<file path="src/rtl/serial_byte_tx.sv">
// Buffered serial byte transmitter: load-edge capture into a small FIFO, then
// 8N1 framing (start, 8 data LSB-first, stop), each bit held BIT_TICKS clocks.
//
// state | meaning
// IDLE  | line high, waiting for a queued byte
// START | start bit (line low)
// DATA  | data bits, shift[0] on the line, LSB first
// STOP  | stop bit (line high); pops the next byte directly if one is queued
module serial_byte_tx #(
   parameter int DEPTH     = 4,
   parameter int BIT_TICKS = 16
) (
   input  logic       clock,
   input  logic       reset,
   input  logic       load,
   input  logic [7:0] dataIn,
   output logic       serialOut,
   output logic       empty,
   output logic       full,
   output logic       busy,
   output logic       overflow
);

   localparam int PW = (DEPTH > 1) ? $clog2(DEPTH) : 1;
   localparam int TW = (BIT_TICKS > 1) ? $clog2(BIT_TICKS) : 1;
   localparam logic [PW:0]   DEPTH_C   = (PW+1)'(DEPTH);
   localparam logic [TW-1:0] TICK_LAST = TW'(BIT_TICKS - 1);

   typedef enum logic [1:0] {IDLE, START, DATA, STOP} state_t;

   state_t        state, state_n;
   logic [TW-1:0] tick, tick_n;
   logic [2:0]    bit_idx, bit_n;
   logic [7:0]    shift, shift_n;
   logic          serial_n;
   logic          tick_end;

   logic          load_q;
   logic          wr, wr_ok, pop;
   logic [7:0]    mem [DEPTH];
   logic [PW-1:0] wr_ptr, rd_ptr;
   logic [PW:0]   count;

   assign wr    = load & ~load_q;
   assign wr_ok = wr && ((count < DEPTH_C) || pop);

   // load_q resets high so a load held through reset is not seen as an edge
   always_ff @(posedge clock or negedge reset) begin
      if (!reset) begin
         load_q   <= 1'b1;
         wr_ptr   <= '0;
         rd_ptr   <= '0;
         count    <= '0;
         overflow <= 1'b0;
      end else begin
         load_q <= load;
         if (wr_ok)
            wr_ptr <= wr_ptr + 1'b1;
         if (pop)
            rd_ptr <= rd_ptr + 1'b1;
         if (wr && !wr_ok)
            overflow <= 1'b1;
         case ({wr_ok, pop})
            2'b10:   count <= count + 1'b1;
            2'b01:   count <= count - 1'b1;
            default: count <= count;
         endcase
      end
   end

   always_ff @(posedge clock) begin
      if (wr_ok)
         mem[wr_ptr] <= dataIn;
   end

   always_ff @(posedge clock or negedge reset) begin
      if (!reset) begin
         state     <= IDLE;
         tick      <= '0;
         bit_idx   <= '0;
         shift     <= '0;
         serialOut <= 1'b1;
      end else begin
         state     <= state_n;
         tick      <= tick_n;
         bit_idx   <= bit_n;
         shift     <= shift_n;
         serialOut <= serial_n;
      end
   end

   assign tick_end = (tick == TICK_LAST);

   always_comb begin
      state_n = state;
      tick_n  = tick + 1'b1;
      bit_n   = bit_idx;
      shift_n = shift;
      pop     = 1'b0;
      case (state)
         IDLE: begin
            tick_n = '0;
            if (count != '0) begin
               pop     = 1'b1;
               shift_n = mem[rd_ptr];
               state_n = START;
            end
         end
         START: begin
            if (tick_end) begin
               tick_n  = '0;
               bit_n   = '0;
               state_n = DATA;
            end
         end
         DATA: begin
            if (tick_end) begin
               tick_n  = '0;
               shift_n = {1'b0, shift[7:1]};
               if (bit_idx == 3'd7)
                  state_n = STOP;
               else
                  bit_n = bit_idx + 1'b1;
            end
         end
         STOP: begin
            if (tick_end) begin
               tick_n = '0;
               if (count != '0) begin
                  pop     = 1'b1;
                  shift_n = mem[rd_ptr];
                  state_n = START;
               end else begin
                  state_n = IDLE;
               end
            end
         end
         default: state_n = IDLE;
      endcase
   end

   // line value follows the next state so it changes on the same edge
   always_comb begin
      serial_n = 1'b1;
      case (state_n)
         START:   serial_n = 1'b0;
         DATA:    serial_n = shift_n[0];
         default: serial_n = 1'b1;
      endcase
   end

   assign empty = (count == '0) && (state == IDLE);
   assign full  = (count == DEPTH_C);
   assign busy  = (state != IDLE);

endmodule
</file>
<file path="config.mk">
export PLATFORM = sky130hd
export DESIGN_NAME = serial_byte_tx
export DESIGN_NICKNAME = d
export VERILOG_FILES = /design/src/rtl/serial_byte_tx.sv
export SDC_FILE = /design/constraint.sdc
export NUM_CORES = 1
export LEC_CHECK = 0
export ABC_CLOCK_PERIOD_IN_PS = 2850
export BUFFER_PORTS_ARGS = -buffer_cell sky130_fd_sc_hd__buf_2
export CAP_MARGIN = 10
export CELL_PAD_IN_SITES_DETAIL_PLACEMENT = 0
export CELL_PAD_IN_SITES_GLOBAL_PLACEMENT = 1
export CORE_MARGIN = 8
export CORE_UTILIZATION = 35
export DETAILED_ROUTE_END_ITERATION = 10
export GPL_TIMING_DRIVEN = 0
export PLACE_DENSITY_LB_ADDON = 0.1
export SYNTH_ARGS = -nofsm -noshare
export SYNTH_HDL_FRONTEND = slang
export SYNTH_SLANG_ARGS = --single-unit
</file>
<file path="constraint.sdc">
create_clock -name clock -period 2.85 [get_ports clock]
set_input_delay 0.1425 -clock clock [delete_from_list [all_inputs] [get_ports clock]]
set_output_delay 0.1425 -clock clock [all_outputs]
set_load 0.01 [all_outputs]
</file>
==> impl_results.md <==
- Period minus WS final: about 2.7 ns
- PD cells: 653 mW/mm²
- Simple-gate portion of the synthesized area: 8.82%
- Share of cells above drive strength 1: 22.2%
- Count leader, synth: edfxtp_1
- FF-to-FF End: count[2]$_DFFE_PN0P_
- Max Clock Freq: 377 MHz
- Width of the die: 105 µm
- Synth Instances: 199
- Vias in the first global route: 1,887
- Setup TNS: 0 ns
- Clock Path Buffers: 2
- Clk root buf: clkbuf_8
- GRT Total Usage: between 10% and 20%
- Crit Path Max Fanout: 8
- Final worst-path cycle share: roughly 93%
- Routed Antenna Nets: 0
- Non-Filler Instances: 336
- Largest net degree at the start of global routing: 28
- Cell Int Power: 1.52 mW
- Top cells by area, synth: edfxtp_1 35%, dfrtp_1 23%, ha_1 5.9%
- Endpoint type of the worst setup path: flop
- Number of placed cells counting well taps: about 320
- Reg2Reg Launch Point: state[1]$_DFF_PN0_
- Avg Vias per Cell: 5.01
- Mux contribution to synthesized area: 9.90%
- Die area: 0.0111 mm²
- Final HPWL DP: 3.73 mm
- R2r setup slk: roughly 0.2 ns
- FFs w/ async S/R, synth: 45.8%
- Compound-Gate Fraction of Synth Area: between 10% and 20%
- Routed length per placed instance: 15.8 µm
- Setup crit start: state[1]$_DFF_PN0_
- Fin nets: 254
- Antenna diode count: 0
- Required time of the critical path: 3.11 ns
- Clock network fraction of total power: 37.7%
- WP data arrival: 2.92 ns
- CTS tree: built
- Leak: 1.28 nW
- Worst rel slew slack: between 40% and 50%
- Synthesis-stage register bit count: 59
- Post-synthesis xor/xnor area fraction: 2.21%
- Final core utilization: 41.8%
- Initial DRC count: 59
- Final Hold Viols: 0
- Post-Synth Adder-Cell Area: under 10%
- Netlist cell types: 44
- Area Overhead vs Synth: 16.2%
- Main combinational cell family by area after synthesis: compound AO/OA/AOI/OAI gates
- Ys Warns: 0
- Synthesized area per cell: 14.0 µm²
- WS Path Type: flop to flop
- Cell taking the most area after synthesis: edfxtp_1
- First-pass GRT wire length: 9.14 mm
- # clock sinks: 59
- Min-delay worst type: primary input to flop
- Flop pwr share: 48.8%
- Top-area cell type share of the netlist area: 34.6%
- RSZ-0062 raised after global routing: no
- Drt first pass iters: 6
- Drc violations: 0
- Worst-Skew Late Latency: 0.34 ns
- Design Area, Final: 0.00323 mm²
- Combinational share of power: a little over an eighth
- Measured slew at the worst slew-check pin: 0.771 ns
- Die Y: 105 µm
- Final setup fails: 0
- GPL Wtd Cong: 0.722
- Worst setup SP type: flop
- R2R depth: 13
- Clk slew on worst S/H paths: ~0.08 ns
- Slew Limit Fails: 0
- Io pins: 16
- TritonCTS Buffers: 9
- Max VDD drop: 0.513 mV
- Vias: 1,684
- Max Clock Skew: 0.00591 ns
- Sw frac: 28.2%
- Core box area: 0.00773 mm²
- # Max-Cap Violations: 0
- Switching power: 595 µW
- Top FF cell, synth: edfxtp_1
- Area of the mapped netlist: roughly 0.0028 mm²
- Number of flops mapped to enable cells by yosys: 32
- # fillers: 719
- Sequential share of the synthesized area: 59.0%
- Total congestion overflow: 0
- Starting density of the core: 36.0%
- Routed WL: 5.31 mm
- Number of cell rows: 32
- Worst setup path endpoint: count[2]$_DFFE_PN0P_
- Initial antenna violation count: 0
- I/O Buffers: 15
- Syn Nets: roughly 220
- Commonest cells post-synth: 32 x edfxtp_1, 25 x dfrtp_1, 16 x nand2_1
- Worst hold slack: 0.0176 ns
- H-tree depth: 3
- Placed inst area: 0.00298 mm²
- Status: completed
[timing repair]
action | CTS | global route
pin swaps | 0 | 0
buffers inserted | 1 | 0
endpoints found under the setup margin | 1 | 1
hold endpoints to repair | 30 | 0
gates resized for setup | 0 | 1
gates cloned | 0 | 0
hold buffers | 3 | 0
[how the worst min path moves through the flow]
stage,slack (ns),to,startpoint,cells after the start
6_report,0.02,mem[1][2]$_DFFE_PP_,dataIn[2],1
5_1_grt,0.003,mem[1][2]$_DFFE_PP_,dataIn[2],1
4_1_cts,0.003,mem[3][2]$_DFFE_PP_,dataIn[2],1
3_5_place_dp,0.21,wr_ptr[0]$_DFFE_PN0P_,reset,1
3_3_place_gp,0.19,wr_ptr[0]$_DFFE_PN0P_,reset,1
2_1_floorplan,-0.15,bit_idx[0]$_DFFE_PN0P_,reset,0
[final cells by class]
class,count,area (µm²),share of cell area [%]
well taps,102,128,3.95
clock inverters,7,82.6,2.56
multi-input cells,122,1070,33.1
repair buffers,19,113,3.48
plain buffers,8,40.0,1.24
inverters,10,37.5,1.16
clock buffers,9,124,3.83
flip-flops and latches,59,1640,50.7
[cells by family after synthesis]
group / Yosys count
multiplexers: 17
AO/OA/AOI/OAI: 38
AND/OR/NAND/NOR: 46
XOR/XNOR: 7
flip-flops: 59
adder cells (fa/ha/maj): 14
buffers and inverters: 18
[critical path, cell delays in order (launching register included)]
cell and delay [ns]:
dfrtp_1 0.45, inv_1 0.12, ha_1 0.26, a41oi_4 0.19, o21ai_1 0.12, nor2b_1 0.15, clkbuf_1 0.18, inv_2 0.09
ha_1 0.17, inv_1 0.06, fa_1 0.37, xor2_1 0.15, nor2_1 0.11, xor2_1 0.16
[power groups by stage]
stage / clock network, mW / logic, mW / registers [mW]
6_report: 0.796 / 0.285 / 1.03
5_1_grt: 0.870 / 0.328 / 1.04
4_1_cts: 0.824 / 0.295 / 1.03
3_5_place_dp: 0 / 0.290 / 1.05
3_3_place_gp: 0 / 0.271 / 1.04
2_1_floorplan: 0 / 0.207 / 1.04
[through the flow]
step | total power [mW] | setup WS (ns)
after global routing | 2.24 | 0.0131
after detailed placement | 1.34 | -0.0299
after global placement | 1.31 | 0.0546
after CTS | 2.15 | 0.125
final | 2.11 | 0.195
after floorplan | 1.24 | 0.328
[cell usage in the layout, fill, tap and decap left out, types with 2 or more instances in the layout]
master | synthesis | final
a21o_1 | 2 | 2
a21oi_1 | 4 | 4
a22o_1 | 9 | 9
and2_1 | 4 | 4
and3_1 | 2 | 2
buf_2 | 2 | 17
clkbuf_1 | 5 | 5
clkbuf_8 | 0 | 9
clkinv_4 | 0 | 2
dfrtp_1 | 25 | 25
dfstp_2 | 2 | 2
dlygate4sd3_1 | 0 | 3
edfxtp_1 | 32 | 32
ha_1 | 13 | 13
inv_1 | 9 | 9
inv_6 | 0 | 4
mux2i_1 | 8 | 8
mux4_2 | 7 | 7
nand2_1 | 16 | 16
nor2_1 | 9 | 9
nor2b_1 | 3 | 3
nor3_1 | 4 | 3
o21ai_0 | 10 | 10
o21ai_1 | 4 | 4
xnor2_1 | 4 | 4
xor2_1 | 3 | 3
[state kept, by name, indices dropped and copies added (netlist names)]
| register | flops |
|---|---|
| wr_ptr | 2 |
| overflow | 1 |
| shift | 8 |
| load_q | 1 |
| bit_idx | 3 |
| serialOut | 1 |
| rd_ptr | 2 |
| mem | 32 |
| count | 3 |
| state | 2 |
| tick | 4 |
[routing by layer]
layer	GRT usage [%]	part of all wire, %	vias to the layer above
li1	-	-	794
met1	12.1	44	847
met2	18.1	51	30
met3	2.46	2.5	13
met4	5.50	2.4	0
met5	0	0	-
(Power assumes the default switching activity.)
